$ cat config.mk
export PLATFORM = sky130hd
export DESIGN_NAME = game_timer_ctrl
export DESIGN_NICKNAME = d
export VERILOG_FILES = /design/src/rtl/game_timer_pkg.sv /design/src/rtl/game_timer_sec_edge_det.sv /design/src/rtl/game_timer_ctrl.sv
export SDC_FILE = /design/constraint.sdc
export NUM_CORES = 1
export LEC_CHECK = 0
export ABC_AREA = 1
export CORE_ASPECT_RATIO = 1.25
export CORE_MARGIN = 4
export CORE_UTILIZATION = 47
export DETAILED_ROUTE_END_ITERATION = 12
export HOLD_SLACK_MARGIN = 0.05
export PLACE_DENSITY = 0.77
export SYNTH_ARGS = -nofsm -noshare
export SYNTH_HDL_FRONTEND = slang
export SYNTH_SLANG_ARGS = --single-unit
$ cat constraint.sdc
create_clock -name clk -period 2.15 [get_ports clk]
set_input_delay 0.43 -clock clk [delete_from_list [all_inputs] [get_ports clk]]
set_output_delay 0.43 -clock clk [all_outputs]
set_load 0.03 [all_outputs]
$ cat src/rtl/game_timer_pkg.sv
// -----------------------------------------------------------------------------
// game_timer_pkg
// Shared definitions for the game round timer:
//   - game_state_e : 2-bit FSM state encoding (IDLE/RUN/PAUSE/DONE)
//   - TIME_W       : width of the seconds counter
//   - bin_to_bcd2  : splits a 0..99 binary value into {tens, ones} digits
// -----------------------------------------------------------------------------
package game_timer_pkg;

  typedef enum logic [1:0] {
    ST_IDLE  = 2'd0,
    ST_RUN   = 2'd1,
    ST_PAUSE = 2'd2,
    ST_DONE  = 2'd3
  } game_state_e;

  localparam int TIME_W = 7;

  // Constant-divisor split done as a compare/subtract chain so synthesis
  // builds a small comparator ladder rather than a generic divider.
  // Input is bounded to 0..99 by the counter's legal range.
  function automatic logic [7:0] bin_to_bcd2(input logic [TIME_W-1:0] v);
    logic [3:0]        tens;
    logic [TIME_W-1:0] rem;
    logic              found;
    tens  = 4'd0;
    rem   = v;
    found = 1'b0;
    for (int i = 9; i >= 1; i--) begin
      if (!found && (v >= TIME_W'(i * 10))) begin
        tens  = 4'(i);
        rem   = v - TIME_W'(i * 10);
        found = 1'b1;
      end
    end
    return {tens, rem[3:0]};
  endfunction

endpackage

$ cat src/rtl/game_timer_sec_edge_det.sv
// -----------------------------------------------------------------------------
// sec_edge_det
// Two-stage register chain on the 1 Hz square wave; emits a one-cycle pulse
// for every rising edge of sig_in.
// Ports:
//   clk      : system clock
//   rst      : synchronous active-high reset (clears both stages)
//   sig_in   : clk-synchronous 1 Hz square wave
//   tick_out : high for one cycle per rising edge of sig_in (d1 & ~d2)
// -----------------------------------------------------------------------------
module sec_edge_det (
  input  logic clk,
  input  logic rst,
  input  logic sig_in,
  output logic tick_out
);

  logic d1_q, d1_d;
  logic d2_q, d2_d;

  always_comb begin
    d1_d = sig_in;
    d2_d = d1_q;
  end

  always_ff @(posedge clk) begin
    if (rst) begin
      d1_q <= 1'b0;
      d2_q <= 1'b0;
    end else begin
      d1_q <= d1_d;
      d2_q <= d2_d;
    end
  end

  assign tick_out = d1_q & ~d2_q;

endmodule

$ cat src/rtl/game_timer_ctrl.sv
// -----------------------------------------------------------------------------
// game_timer_ctrl
// Countdown timer for a game round. A 1 Hz square wave is edge-detected into
// one-cycle ticks; in RUN each tick removes one second. Reaching zero moves to
// DONE and pulses time_up for one cycle.
//
// Parameters:
//   GAME_SECONDS : round length, 1..99
//   WARN_SECONDS : low-time threshold, 0..GAME_SECONDS
// Ports:
//   clk, rst   : clock and synchronous active-high reset
//   sec_in     : clk-synchronous 1 Hz square wave
//   start      : pulse, (re)starts the round from GAME_SECONDS
//   pause      : pulse, toggles RUN <-> PAUSE
//   time_left  : remaining seconds (registered)
//   bcd_tens/bcd_ones : decimal digits of time_left (combinational)
//   running    : high in RUN
//   time_up    : one-cycle pulse the cycle after expiry
//   warn       : low-time indicator
//   state      : current FSM state (game_state_e encoding)
//
// Build option: define GAME_TIMER_WARN_EN to enable the warn output; without
// it warn is tied to 0.
//
// Handshake: start and pause are plain single-cycle strobes with no ready;
// a strobe is consumed on the clock edge where it is high. Per-cycle priority
// is rst > start > pause > tick.
// -----------------------------------------------------------------------------
module game_timer_ctrl
  import game_timer_pkg::*;
#(
  parameter int GAME_SECONDS = 60,
  parameter int WARN_SECONDS = 10
) (
  input  logic              clk,
  input  logic              rst,
  input  logic              sec_in,
  input  logic              start,
  input  logic              pause,
  output logic [TIME_W-1:0] time_left,
  output logic [3:0]        bcd_tens,
  output logic [3:0]        bcd_ones,
  output logic              running,
  output logic              time_up,
  output logic              warn,
  output logic [1:0]        state
);

  localparam logic [TIME_W-1:0] FULL_TIME = TIME_W'(GAME_SECONDS);

  logic tick;

  sec_edge_det u_sec_edge_det (
    .clk      (clk),
    .rst      (rst),
    .sig_in   (sec_in),
    .tick_out (tick)
  );

  game_state_e       state_q,     state_d;
  logic [TIME_W-1:0] time_left_q, time_left_d;
  logic              time_up_q,   time_up_d;

  always_comb begin
    state_d     = state_q;
    time_left_d = time_left_q;
    time_up_d   = 1'b0;

    if (start) begin
      state_d     = ST_RUN;
      time_left_d = FULL_TIME;
    end else if (pause) begin
      // A tick arriving in the same cycle as pause is intentionally lost.
      if (state_q == ST_RUN) begin
        state_d = ST_PAUSE;
      end else if (state_q == ST_PAUSE) begin
        state_d = ST_RUN;
      end
    end else if (tick && (state_q == ST_RUN)) begin
      // <= 1 rather than == 1 so the counter can never wrap below zero.
      if (time_left_q > TIME_W'(1)) begin
        time_left_d = time_left_q - TIME_W'(1);
      end else begin
        time_left_d = '0;
        state_d     = ST_DONE;
        time_up_d   = 1'b1;
      end
    end
  end

  always_ff @(posedge clk) begin
    if (rst) begin
      state_q     <= ST_IDLE;
      time_left_q <= FULL_TIME;
      time_up_q   <= 1'b0;
    end else begin
      state_q     <= state_d;
      time_left_q <= time_left_d;
      time_up_q   <= time_up_d;
    end
  end

`ifdef GAME_TIMER_WARN_EN
  localparam logic [TIME_W-1:0] WARN_LIMIT = TIME_W'(WARN_SECONDS);

  logic warn_q, warn_d;

  // Computed from next-state values so warn changes on the same edge as
  // time_left.
  always_comb begin
    warn_d = 1'b0;
    if (((state_d == ST_RUN) || (state_d == ST_PAUSE)) &&
        (time_left_d <= WARN_LIMIT)) begin
      warn_d = 1'b1;
    end
  end

  always_ff @(posedge clk) begin
    if (rst) begin
      warn_q <= 1'b0;
    end else begin
      warn_q <= warn_d;
    end
  end

  assign warn = warn_q;
`else
  assign warn = 1'b0;
`endif

  logic [7:0] bcd_pair;

  always_comb begin
    bcd_pair = bin_to_bcd2(time_left_q);
  end

  assign time_left = time_left_q;
  assign bcd_tens  = bcd_pair[7:4];
  assign bcd_ones  = bcd_pair[3:0];
  assign running   = (state_q == ST_RUN);
  assign time_up   = time_up_q;
  assign state     = state_q;

endmodule

==> results of run 1 <==
## cells in the final DEF (no fill, tap or decap), drive strengths merged
cell	Yosys	layout
a211oi	1	1
a21oi	10	10
a31oi	2	2
a41oi	1	1
and2	1	1
buf	6	36
clkbuf	0	4
clkdlybuf4s15	0	1
clkdlybuf4s50	0	16
conb	1	1
dfxtp	12	12
dlymetal6s2s	0	1
ha	13	13
inv	35	35
nand2	44	44
nand3	16	16
nand3b	1	1
nor2	28	28
nor3	2	2
o21a	1	1
o21ai	11	11
or2	1	1
xnor2	2	2
xor2	4	4
## sequential cells by signal, summed over array words and instances, names as in the netlist
| name | flops |
|---|---|
| state | 2 |
| time_left | 7 |
| time_up | 1 |
| u_sec_edge_det.d1_q | 1 |
| u_sec_edge_det.d2_q | 1 |
## cell type report
class,count,area [µm²]
tap,34,42.5
multi-input combinational,139,1030
clock buffer,4,26.3
sequential,12,255
timing repair buffer,54,480
inverter,35,144
fill,196,723
## power by group through the flow
| stage | sequential [µW] | clock (µW) | combinational, µW |
|---|---|---|---|
| finish | 227 | 144 | 74.9 |
| CTS | 228 | 146 | 72.4 |
| floorplan | 239 | 0 | 35.4 |
| global route | 228 | 161 | 80.8 |
| detailed placement | 233 | 0 | 69.3 |
| global placement | 233 | 0 | 68.8 |
## worst max path at each step
stage,from,endpoint,slack (ns),depth (start not counted)
final,time_left[1],bcd_ones[2],-0.26,13
after global routing,time_left[1],bcd_ones[2],-0.37,13
after floorplan,time_left[6],bcd_ones[3],0.007,11
after global placement,time_left[1],bcd_tens[2],-0.003,7
after detailed placement,time_left[2],bcd_tens[2],-0.03,9
after CTS,time_left[2],bcd_ones[2],-0.22,17
## cell families after synthesis
kind of cell | count (synthesis)
fa+ha+maj | 13
simple gates | 93
compound gates | 26
buf+inv | 41
other cells | 1
xor+xnor | 6
flops | 12
## critical path: stages (launching register included)
cell	delay [ns]
dfxtp_4	0.39
inv_4	0.05
buf_4	0.14
ha_1	0.33
inv_2	0.11
nand2_1	0.06
nand3_1	0.06
nand3_1	0.06
nand2_1	0.09
nand3_1	0.07
nand2_1	0.08
nand2_1	0.05
nand2_1	0.07
buf_6	0.13
## what timing repair did
action	4_1_cts	5_1_grt
gates resized for setup	22	13
endpoints found under the hold margin	0	0
hold buffers	0	0
setup endpoints to repair	6	7
buffers inserted	2	3
pin swaps	6	10
## per-layer routing
metal / vias to the layer above / wire length (µm) / global-route usage
li1: 703 / - / -
met1: 629 / 1340 / 0.178
met2: 30 / 1870 / 0.399
met3: 10 / 93 / 0.0249
met4: 0 / 79 / 0.0861
met5: - / 0 / 0
## metrics by stage
step	total power, µW	instances	worst slack, ns
after global placement	302	269	-0.00319
after detailed placement	303	269	-0.0310
after floorplan	275	192	0.00736
after global routing	470	278	-0.369
final	445	278	-0.256
after CTS	447	275	-0.220
==> metrics.cfg, run 1 <==
[logic_synthesis]
synthAdderAreaFrac = 0.121
syn_inst = 192
synthTopCellsByCount = nand2_1, inv_1, nor2_1
synth_top_family_by_area = simple AND/OR/NAND/NOR gates
synthesis.area_mm2 = 0.00134
syn_area_per_cell_um2 = 7.00
yosysSeqAreaShare = 0.179
synth_area_leaders = dfxtp_1, ha_1, nand2_1
synth_edf_count = 0
synth-compound-area-share = 0.131
yosys.area_share.simple = 0.381
ys_ff_latch = 12
ys_warn_count = 0
yosys.cell_types.count = 34
synth_xor_area_frac = 0.0391
async_reset_ff_frac = 0
synth_top_area_share = 0.179
ys.flop_type = dfxtp_1
synth_nets = 210
synthMostInstantiatedCell = nand2_1
muxShareOfSynthArea = 0
yosysTopAreaCell = dfxtp_1

[die]
die_h_um = 67.8
num_io_pins = 25
core_mm2 = 0.00271
row_count = 21
initial_core_util = 0.497
fp.dieArea_mm2 = 0.00378
die_w_um = 55.8

[clock_tree]
cts.sinks = 12
cts_tree = yes
clkTransAtPathRegs_ns = 0.07
cts_buffers = 3
clock_latency_ns = 0.27
cts_root_buffer = clkbuf_4
htree_levels = 1
clk_path_buf_depth = 2

[placement]
dpl_cell_area_mm2 = 0.00181
numPortBuffers = 23
hpwlAfterDp_um = 2620
gp_congestion = 0.870

[timing]
setup-tns-final_ns = -0.727
drv_slew = 0
whs_ns = 0.435
finalCritPeriodShare = 1.12
fin_skew_ns = 0.00609
setup_violations = 4
fmax_ghz = 0.416
rsz0062_at_grt = yes
period_minus_slack_ns = 2.41
hold_violations = 0
setup_slack_ns = -0.256

[worst_hold_path]
min_delay_path_depth = 2
hp-start = u_sec_edge_det.d1_q
hp-class = reg -> reg
hold_end = u_sec_edge_det.d2_q

[worst_setup_path]
rrSetupSlack_ns = 0.23
crit_type = reg -> out
r2r_start = time_left[2]
end_kind = output port
worst_r2r_path_depth = 13
worstPathRequired_ns = 1.72
arrival_ns = 1.98
start_kind = register
r2r-end = time_left[6]
worstPathMaxFanout = 6

[final_layout]
stdcell_area_mm2 = 0.00198
layout-drive-gt1-share = 0.459
antenna_cells = 0
fin_util = 0.733
syn_to_final_growth_pct = 47.6
nets = 263

[pwr]
ir_drop_mv = 0.366
p_per_area_mw_per_mm2 = 225
switching_share = 0.262
intPower_uw = 329
combinationalPowerShare = 0.168
switching_power_uw = 117
power.leakage_uw = 0.000923
power_frac_seq = 0.509
pwr-share-clk = 0.322

[global_route]
grt_usage = 0.189
grt_max_degree = 8
grt_pass1_wl_um = 5770
grt_pass1_vias = 1402
gr-total-overflow = 0
antenna_found_initial = 0

[detailed_routing]
num_vias = 1372
drtIter0Drc = 16
dr.pass1.iters = 4
wl_per_cell_um = 12.2
drc_errors = 0
routed_wl_um = 3380
vias_per_cell = 4.94
ant_nets = 0

[job]
timing.max_cap.violations = 0

[status]
status = finished, violations left
violations = setup timing

Note: power is estimated with default switching activity, not from simulation.
==> run 2, diff against run 1 <==
--- a/config.mk
+++ b/config.mk
@@ -5,13 +5,12 @@
 export SDC_FILE = /design/constraint.sdc
 export NUM_CORES = 1
 export LEC_CHECK = 0
-export ABC_AREA = 1
 export CORE_ASPECT_RATIO = 1.25
 export CORE_MARGIN = 4
-export CORE_UTILIZATION = 47
+export CORE_UTILIZATION = 46
 export DETAILED_ROUTE_END_ITERATION = 12
 export HOLD_SLACK_MARGIN = 0.05
-export PLACE_DENSITY = 0.77
+export PLACE_DENSITY = 0.76
 export SYNTH_ARGS = -nofsm -noshare
 export SYNTH_HDL_FRONTEND = slang
 export SYNTH_SLANG_ARGS = --single-unit
==> run 2 against run 1 <==
The run still ends with setup timing left. Routed wire length grew 22%. First-iteration DRC count grew to 2.5 times the previous value. Design area grew 0.13%. Sequential share of layout area shrank 0.27 points. Via count grew 6.9%. Critical endpoint unchanged. Largest cell class unchanged. Largest power group unchanged.
==> metrics.cfg, run 2 <==
[timing]
setup_violations = 5  ; +1
fin_skew_ns = 0.00773  ; +0.00164 ns
hold_violations = 0  ; unchanged
whs_ns = 0.464  ; +0.0289 ns
finalCritPeriodShare = 1.19  ; +0.0749
setup_slack_ns = -0.417  ; -0.161 ns
fmax_ghz = 0.390  ; -6.3%
period_minus_slack_ns = 2.57  ; +0.161 ns
drv_slew = 0  ; unchanged
rsz0062_at_grt = yes

[worst_setup_path]
worstSetupEndpoint = bcd_ones[2]
r2r_start = time_left[2]
rrSetupSlack_ns = 0.23  ; about the same
start_kind = register
cp-startpoint = time_left[2]
end_kind = output port
arrival_ns = 2.14  ; +0.16 ns
worst_r2r_path_depth = 7  ; -6
crit_type = reg -> out
worst_path_max_delay_cell = dfxtp_4
crit_top_cell = a21oi_2
worstPathMaxFanout = 6  ; unchanged
path_cells = clkinvlp_4 > ha_4 > nor2b_4 > a21oi_2 > and4b_1 > or3_1 > o22ai_2 > a21oi_2 > buf_6
r2r-end = state[1]
worstPathRequired_ns = 1.72  ; about the same
slowest_delay_ns = 0.39  ; about the same

[global_route]
grt_max_degree = 14  ; +6
grt_usage = 0.261  ; +0.0726
grt_most_used_layer = met2
antenna_found_initial = 0  ; unchanged
grt_use_met1 = 0.232  ; +0.0541
grt_use_met2 = 0.507  ; +0.108
grtUsageMet3 = 0.0587  ; +0.0338
grt_pass1_wl_um = 6960  ; +21%
grt_pass1_vias = 1592  ; +14%
gr-total-overflow = 0  ; unchanged

[final_layout]
fillCellCount = 172  ; -12%
layout_common_cells = buf_4, clkdlybuf4s50_1, nor2_1
largest_register_ff_count = 7  ; unchanged
antenna_cells = 0  ; unchanged
layout-drive-gt1-share = 0.407  ; -0.0518
stdcell_count = 254  ; -8.6%
syn_to_final_growth_pct = 60.0
nets = 240  ; -8.7%
final_common_cell = buf_4

[pwr]
combinationalPowerShare = 0.162  ; -0.006
power_frac_seq = 0.471  ; -0.038
intPower_uw = 364  ; +11%
p_per_area_mw_per_mm2 = 244  ; +8.7%
switching_share = 0.248  ; -0.0139
power.leakage_uw = 0.000824  ; -11%
pwr-share-clk = 0.367  ; +0.045
ir_drop_mv = 0.309  ; -15%
switching_power_uw = 120  ; +3.0%

[detailed_routing]
routed_wl_um = 4140  ; +22%
drtIter0Drc = 40  ; +24
vias_per_cell = 5.77  ; +17%
wl_per_cell_um = 16.3  ; +34%
num_vias = 1466  ; +6.9%
drc_errors = 0  ; unchanged
dr.pass1.iters = 4  ; unchanged
ant_nets = 0  ; unchanged

[clock_tree]
clock_latency_ns = 0.28  ; about the same
clkTransAtPathRegs_ns = 0.07  ; about the same
htree_levels = 1  ; unchanged
cts_tree = yes
cts.sinks = 12  ; unchanged
cts_buffers = 3  ; unchanged
cts_root_buffer = clkbuf_4
clk_path_buf_depth = 2  ; unchanged

[logic_synthesis]
synth_area_leaders = dfxtp_1, ha_1, nor2_1
ys_ff_latch = 12  ; unchanged
ys_warn_count = 0  ; unchanged
synth_nets = 176  ; -16%
muxShareOfSynthArea = 0  ; unchanged
synth_xor_area_frac = 0.0565  ; +0.0173
synth-compound-area-share = 0.253  ; +0.122
yosys.area_share.simple = 0.298  ; -0.0824
synthAdderAreaFrac = 0.131  ; +0.0100
yosysTopAreaCell = dfxtp_1
syn_inst = 158  ; -18%
synth_top_area_share = 0.194  ; +0.0148
ys.flop_type = dfxtp_1
synthTopCellsByCount = nor2_1, ha_1, dfxtp_1
yosysSeqAreaShare = 0.194  ; +0.0148
yosys.cell_types.count = 52  ; +53%
async_reset_ff_frac = 0  ; unchanged
syn_area_per_cell_um2 = 7.86  ; +12%
synth_edf_count = 0  ; unchanged
synth_top_family_by_area = simple AND/OR/NAND/NOR gates
synthesis.area_mm2 = 0.00124  ; -7.6%
synthMostInstantiatedCell = nor2_1

[placement]
numPortBuffers = 23  ; unchanged
pre_cts_ws_ns = -0.243  ; -0.212 ns
gp_congestion = 0.899  ; +3.3%
place_inst = 250  ; -7.1%
hpwlAfterDp_um = 3170  ; +21%

[die]
fp.dieArea_mm2 = 0.00360  ; -4.9%
initial_core_util = 0.496  ; -0.000533
die_h_um = 66.1  ; -2.5%
die_w_um = 54.5  ; -2.4%
num_io_pins = 25  ; unchanged
row_count = 20  ; -4.8%
core_mm2 = 0.00250  ; -7.5%

[worst_hold_path]
hp-class = reg -> reg

[status]
violations = setup timing
status = finished, violations left

[job]
timing.max_cap.violations = 0  ; unchanged

-- run 2: area by class of cell --
cell class,count,area [µm²],share of cell area
inverters,7,30.0,0.0151
multi-input cells,129,1050,0.529
clock buffers,4,36.3,0.0183
repair buffers,69,578,0.291
well taps,33,41.3,0.0208
flip-flops and latches,12,250,0.126
-- run 2: timing repair --
item	4_1_cts	5_1_grt
pin swaps	8	3
buffers inserted	0	0
gates resized for setup	25	5
hold buffers	0	0
endpoints found under the setup margin	6	5
-- run 2: power groups by stage --
stage	clock, µW	sequential [µW]	combinational (µW)
2_1_floorplan	0	240	38.1
3_3_place_gp	0	234	72.1
6_report	178	228	78.3
5_1_grt	189	229	83.5
3_5_place_dp	0	235	74.4
4_1_cts	180	228	77.4
-- run 2: kinds of logic after synthesis --
group / after synthesis
fa+ha+maj: 13
other cells: 1
simple gates: 64
compound gates: 43
flops: 12
xor+xnor: 8
buf+inv: 17
-- run 2: worst min path at each step --
stage	start	to	cells past startpoint
6_report	u_sec_edge_det.d1_q	u_sec_edge_det.d2_q	1
2_1_floorplan	u_sec_edge_det.d1_q	u_sec_edge_det.d2_q	1
5_1_grt	u_sec_edge_det.d1_q	u_sec_edge_det.d2_q	1
3_5_place_dp	u_sec_edge_det.d1_q	u_sec_edge_det.d2_q	1
3_3_place_gp	u_sec_edge_det.d1_q	u_sec_edge_det.d2_q	1
4_1_cts	u_sec_edge_det.d1_q	u_sec_edge_det.d2_q	1
-- run 2: per-stage QoR --
| stage | util | power (µW) | TNS, ns | cell area, µm² |
|---|---|---|---|---|
| 6_report | 0.794 | 485 | -1.45 | 1990 |
| 5_1_grt | 0.794 | 502 | -1.89 | 1990 |
| 4_1_cts | 0.786 | 485 | -1.40 | 1970 |
| 3_5_place_dp | 0.742 | 309 | -0.828 | 1860 |
| 3_3_place_gp | 0.742 | 306 | -0.643 | 1860 |
| 2_1_floorplan | - | 278 | -1.70 | 1320 |
-- run 2: critical path: cells and delay by family, from the launching register on --
family,cells,cell delay [ns]
compound gates,3,0.25
fa+ha+maj,1,0.22
buf+inv,2,0.32
flops,1,0.39
simple gates,3,0.69
-- run 2: routing by layer --
layer,wire (µm),up-vias
met5,0,-
met4,151,0
met1,1430,700
met2,2330,54
li1,-,694
met3,223,18
